<file path="src/rtl/mem_pkg.sv">
// Shared types and default widths for the cache-to-memory arbiter.
package mem_pkg;

    localparam int LINE_W  = 128;
    localparam int LADDR_W = 28;

    typedef enum logic [2:0] {IDLE, WB, FILL_D, FILL_I, RESP} arb_state_t;

    typedef enum logic {GNT_I, GNT_D} grant_t;

endpackage

</file>
<file path="src/rtl/rr_arb2.sv">
// Two-input round-robin picker: combinational grant, registered record of the last side served.
module rr_arb2 (
    input  logic clk,
    input  logic reset,
    input  logic req_i,
    input  logic req_d,
    input  logic update,
    input  logic upd_d,
    output logic gnt_d
);
    import mem_pkg::*;

    grant_t last_grant;

    // Starting from GNT_I lets the D side win the first contention.
    always_ff @(posedge clk) begin
        if (reset) begin
            last_grant <= GNT_I;
        end else if (update) begin
            last_grant <= upd_d ? GNT_D : GNT_I;
        end
    end

    always_comb begin
        gnt_d = req_d;
        if (req_i && req_d) begin
            gnt_d = (last_grant == GNT_I);
        end
    end

endmodule

</file>
<file path="src/rtl/mem_arbiter.sv">
// Shares one main-memory port between I-cache fills and D-cache writebacks/fills,
// sequencing a D writeback ahead of its refill and routing responses back.
module mem_arbiter #(
    parameter int LINE_W  = mem_pkg::LINE_W,
    parameter int LADDR_W = mem_pkg::LADDR_W,
    parameter int TO_MAX  = 255
) (
    input  logic               clk,
    input  logic               reset,
    input  logic               reqI_mem,
    input  logic [LADDR_W-1:0] reqAddrI_mem,
    input  logic               reqD_mem,
    input  logic               reqD_cache_write,
    input  logic               reqD_fill,
    input  logic [LADDR_W-1:0] reqAddrD_mem,
    input  logic [LADDR_W-1:0] reqAddrD_write_mem,
    input  logic [LINE_W-1:0]  data_to_mem,
    output logic [LINE_W-1:0]  data_from_mem_I,
    output logic               read_ready_I,
    output logic [LINE_W-1:0]  data_from_mem_D,
    output logic               read_ready_from_mem,
    output logic               written_data_ack,
    output logic               mem_req,
    output logic               mem_we,
    output logic [LADDR_W-1:0] mem_addr,
    output logic [LINE_W-1:0]  mem_wdata,
    input  logic [LINE_W-1:0]  mem_rdata,
    input  logic               mem_ack,
    output logic               mem_timeout
);
    import mem_pkg::*;

    localparam int CNT_W = $clog2(TO_MAX + 1);

    arb_state_t         state, state_n;
    logic               gnt_d;
    logic               any_req;
    logic               lat_d;
    logic               lat_fill;
    logic [LADDR_W-1:0] lat_raddr;
    logic [LADDR_W-1:0] lat_waddr;
    logic [LINE_W-1:0]  lat_wdata;
    logic [CNT_W-1:0]   to_cnt;

    assign any_req = reqI_mem | reqD_mem;

    rr_arb2 u_rr (
        .clk    (clk),
        .reset  (reset),
        .req_i  (reqI_mem),
        .req_d  (reqD_mem),
        .update (state == RESP),
        .upd_d  (lat_d),
        .gnt_d  (gnt_d)
    );

    always_ff @(posedge clk) begin
        if (reset) begin
            state <= IDLE;
        end else begin
            state <= state_n;
        end
    end

    // Request snapshot taken at grant; the caches may change their inputs afterwards.
    always_ff @(posedge clk) begin
        if (state == IDLE && any_req) begin
            lat_d     <= gnt_d;
            lat_fill  <= gnt_d ? reqD_fill : 1'b1;
            lat_raddr <= gnt_d ? reqAddrD_mem : reqAddrI_mem;
            lat_waddr <= reqAddrD_write_mem;
            lat_wdata <= data_to_mem;
        end
    end

    always_comb begin
        state_n   = state;
        mem_req   = 1'b0;
        mem_we    = 1'b0;
        mem_addr  = '0;
        mem_wdata = '0;
        case (state)
            IDLE: begin
                if (any_req) begin
                    if (gnt_d) begin
                        state_n = reqD_cache_write ? WB : FILL_D;
                    end else begin
                        state_n = FILL_I;
                    end
                end
            end
            WB: begin
                mem_req   = 1'b1;
                mem_we    = 1'b1;
                mem_addr  = lat_waddr;
                mem_wdata = lat_wdata;
                if (mem_ack) begin
                    state_n = lat_fill ? FILL_D : RESP;
                end
            end
            FILL_D, FILL_I: begin
                mem_req  = 1'b1;
                mem_addr = lat_raddr;
                if (mem_ack) begin
                    state_n = RESP;
                end
            end
            RESP:    state_n = IDLE;
            default: state_n = IDLE;
        endcase
    end

    always_ff @(posedge clk) begin
        if (reset) begin
            read_ready_I        <= 1'b0;
            read_ready_from_mem <= 1'b0;
            written_data_ack    <= 1'b0;
            data_from_mem_I     <= '0;
            data_from_mem_D     <= '0;
        end else begin
            read_ready_I        <= (state == FILL_I) && mem_ack;
            read_ready_from_mem <= (state == FILL_D) && mem_ack;
            written_data_ack    <= (state == WB) && mem_ack && !lat_fill;
            if (state == FILL_I && mem_ack) begin
                data_from_mem_I <= mem_rdata;
            end
            if (state == FILL_D && mem_ack) begin
                data_from_mem_D <= mem_rdata;
            end
        end
    end

    // Timeout only flags the stall; the FSM keeps waiting for the ack.
    always_ff @(posedge clk) begin
        if (reset) begin
            to_cnt      <= '0;
            mem_timeout <= 1'b0;
        end else if (mem_req && !mem_ack) begin
            if (to_cnt != CNT_W'(TO_MAX)) begin
                to_cnt <= to_cnt + 1'b1;
            end
            if (to_cnt == CNT_W'(TO_MAX - 1)) begin
                mem_timeout <= 1'b1;
            end
        end else begin
            to_cnt <= '0;
        end
    end

endmodule

</file>
<file path="config.mk">
export PLATFORM = sky130hd
export DESIGN_NAME = mem_arbiter
export DESIGN_NICKNAME = d
export VERILOG_FILES = /design/src/rtl/mem_pkg.sv /design/src/rtl/rr_arb2.sv /design/src/rtl/mem_arbiter.sv
export SDC_FILE = /design/constraint.sdc
export NUM_CORES = 1
export LEC_CHECK = 0
export ABC_CLOCK_PERIOD_IN_PS = 5900
export CORE_AREA = 2 2 297 299
export CTS_BUF_LIST = sky130_fd_sc_hd__clkbuf_16
export CTS_CLUSTER_SIZE = 20
export DETAILED_ROUTE_END_ITERATION = 12
export DIE_AREA = 0 0 299 301
export HOLD_SLACK_MARGIN = 0.06
export PLACE_DENSITY = 0.53
export SETUP_SLACK_MARGIN = 0.3
export SLEW_MARGIN = 30
export SYNTH_ARGS = -nofsm -noshare
export SYNTH_HDL_FRONTEND = slang
export SYNTH_SLANG_ARGS = --single-unit
</file>
<file path="constraint.sdc">
create_clock -name clk -period 5.9 [get_ports clk]
set_input_delay 1.18 -clock clk [delete_from_list [all_inputs] [get_ports clk]]
set_output_delay 1.18 -clock clk [all_outputs]
set_load 0.005 [all_outputs]
</file>
==> flow_metrics.py <==
metrics = {
    "power_and_ir_drop": {
        "p_comb_frac": 0.184,
        "internal_power_mw": 6.58,
        "power.share.sequential": 0.440,
        "switching_share": 0.272,
        "irDropWorstVdd_uv": 198,
        "p_switching_mw": 2.46,
        "power.static_leakage_nw": 9.30,
        "power_per_cell_area_nw_per_um2": 332,
        "power_frac_clock": 0.376,
        "total_power_mw": 9.04,
    },
    "synth": {
        "synth_largest_type_area_fraction": 0.337,
        "netlist_top_cells_area": "edfxtp_1, dfxtp_1, nand2_1",
        "net_count_of_the_mapped_netlist": 2005,
        "synth_instances": 1656,
        "yosys_synthesis_warning_count": 0,
        "yosys.area.top_type": "edfxtp_1",
        "ys_seq_area_frac": 0.665,
        "post_synth_num_cell_types": 43,
        "syn_avg_cell_area_um2": 10.0,
        "ys_seq_elements": 458,
        "synth_area_um2": 16600,
    },
    "timing": {
        "fmax_mhz": 223,
        "slew_headroom": 0.293,
        "portion_of_the_clock_cycle_consumed_by_the_worst_path_in_the_final_layout": 0.759,
        "drv_slew": 0,
        "fin_setup_tns_ns": 0,
        "rsz0062_at_grt": "no",
        "post-route-min-period_ns": 4.48,
        "clock_skew_ns": 0.0154,
        "tightest_slew_ns": 1.06,
        "number_of_setup_violations_in_the_final_report": 0,
        "finalWorstSetupSlack_ns": 1.42,
        "final_hold_viols": 0,
    },
    "layout": {
        "post-route-util": 0.315,
        "synthToLayoutAreaGrowth_pct": 64.1,
        "design_area_um2": 27200,
        "final_layout_size_suffix_gt1_frac": 0.0454,
        "nets": 2727,
        "commonest_non_fill_non_tap_cells_in_the_layout": "clkdlybuf4s50_1, nand2_1, dfxtp_1",
        "layout.cells.most_common": "clkdlybuf4s50_1",
    },
    "global_routing": {
        "grt_use_met2": 0.263,
        "grt_pass1_wl_um": 99400,
        "grtUsageMet3": 0.0644,
        "via_count_of_the_first_global_routing_pass": 13998,
        "grt_usage": 0.150,
        "maximum_number_of_pins_on_one_net_before_global_route_repair": 176,
        "use_met1": 0.162,
        "grt.overflow.total": 0,
        "grt_peak_use_layer": "met2",
        "grt_antenna_before_repair": 11,
    },
    "cts": {
        "cts.repair.resized": 0,
        "clkSlewWorstSetupHoldPaths_ns": 0.06,
        "cts-buffers-inserted": 56,
        "tritoncts": "yes",
        "post_cts_buffers": 0,
        "clockBufferDepth": 3,
        "cts_root_buf": "clkbuf_16",
        "insertion_delay_ns": 0.63,
        "hold_buffers": 0,
        "total_clock_sinks": 458,
        "h_tree_levels": 2,
    },
    "worst_setup_path": {
        "required_ns": 4.72,
        "criticalPathCategory": "reg2out",
        "crit_path_end_kind": "output port",
        "critical-path-top-delay-family": "buffers and inverters",
        "crit_fanout": 103,
        "critical_path_arrival_ns": 3.30,
        "worst_path_max_delay_cell": "dfxtp_1",
        "cells_along_the_critical_path": "or3b_1 > inv_6 > buf_4 > and2_1 > clkdlybuf4s50_1",
        "start_kind": "flop",
        "max_stage_delay_ns": 0.52,
        "worst-path-buf-inv": 3,
    },
    "floorplan": {
        "fp.dieW_um": 299,
        "initial_core_util": 0.192,
        "core_region_area_um2": 86500,
        "die_area_um2": 90000,
        "pin_count": 765,
        "floorplan.die.height_um": 301,
        "floorplan.rows": 108,
    },
    "placement": {
        "dp_hpwl_um": 51200,
        "dp_slack_ns": 1.86,
        "placement.io_buffers": 764,
        "gp_routability_congestion": 0.839,
        "placed_area_um2": 25400,
    },
    "routing": {
        "detail_route.iter0.violations": 746,
        "drt-pass1-iter-count": 5,
        "num_vias": 14254,
        "wl_per_cell_um": 19.7,
        "detailed_route_wl_um": 70600,
        "vias_per_cell": 3.98,
        "detail_route.drc_violations": 0,
        "postRouteAntennaNets": 0,
    },
    "hold_path": {
        "timing.hold.worst.class": "reg2reg",
    },
    "flow_run": {
        "max-cap-violations": 0,
    },
    "run_status": {
        "result_of_the_run": "complete, no violations",
    },
}
[synth_stat cells, drive strengths merged]
library cell  instances
nand2               598
dfxtp               272
a21oi               261
edfxtp              186
and2                129
clkbuf               64
buf                  52
a22o                 28
nor2                  8
inv                   7
nor3                  5
a31oi                 4
nand3                 4
o21bai                3
a221oi                2
ha                    2
nand2b                2
nand4                 2
nor3b                 2
nor4b                 2
o21ai                 2
or2                   2
or3                   2
a211oi                1
a21bo                 1
and3                  1
and3b                 1
and4                  1
and4b                 1
and4bb                1
nand4b                1
nand4bb               1
nor2b                 1
o211ai                1
o221ai                1
o22ai                 1
o311ai                1
o31ai                 1
or3b                  1
or4                   1
[worst min-delay path: cells and delay by family (launching register included)]
family	cells	cell delay [ns]
DFF	1	0.30
AOI/OAI and AO/OA	1	0.05
and+or+nand+nor	1	0.05
[power by group through the flow]
stage / clock network (mW) / registers [mW] / logic [mW]
6_report: 3.40 / 3.98 / 1.66
5_1_grt: 3.63 / 4.02 / 1.82
4_1_cts: 3.53 / 4.00 / 1.70
3_5_place_dp: 0 / 4.06 / 1.70
3_3_place_gp: 0 / 4.07 / 1.69
2_1_floorplan: 0 / 3.97 / 0.639
[kinds of logic (layout without fill, tap and decap cells)]
group / Yosys count / after routing / share of synthesized area
simple gates: 766 / 766 / 0.199
other cells: 0 / 4 / 0
buf+inv: 123 / 891 / 0.0330
flops: 458 / 458 / 0.665
fa+ha+maj: 2 / 2 / 0.00151
compound gates: 307 / 307 / 0.102
[flip-flops by register name, indices dropped and copies added (netlist names)]
name / cells
lat_waddr: 28
to_cnt: 8
data_from_mem_D: 128
lat_d: 1
lat_wdata: 128
read_ready_I: 1
state: 3
written_data_ack: 1
lat_raddr: 28
mem_timeout: 1
u_rr.last_grant: 1
lat_fill: 1
data_from_mem_I: 128
read_ready_from_mem: 1
[through the flow]
stage,hold WS (ns),instances
after floorplan,0.445,1656
after global placement,0.441,3474
after detailed placement,0.445,3474
after CTS,0.453,3578
after global routing,0.468,3581
final,0.451,3583
[layer usage]
metal	wire, um	vias up
li1	-	6959
met1	26200	6597
met2	35100	578
met3	7120	112
met4	2060	8
met5	55	-
[final cells by class]
| type | count | area [um2] |
|---|---|---|
| timing repair buffer | 780 | 7860 |
| multi-input combinational | 1075 | 5060 |
| antenna | 4 | 10.0 |
| clock inverter | 48 | 394 |
| fill | 9058 | 59300 |
| inverter | 7 | 31.3 |
| clock buffer | 56 | 1400 |
| tap | 1155 | 1450 |
| sequential | 458 | 11000 |
[final timing paths]
path                               startpoint                          endpoint  slack (ns)  depth (start not counted)
max                     state[0]$_SDFFE_PP0P_                    mem_wdata[105]        1.42                          5
min          data_from_mem_D[50]$_SDFFE_PP0P_  data_from_mem_D[50]$_SDFFE_PP0P_        0.45                          2
max reg2reg             state[1]$_SDFFE_PP0P_          lat_wdata[126]$_DFFE_PP_        3.44                          3
min reg2reg  data_from_mem_D[50]$_SDFFE_PP0P_  data_from_mem_D[50]$_SDFFE_PP0P_        0.45                          2
(Power assumes the default switching activity.)
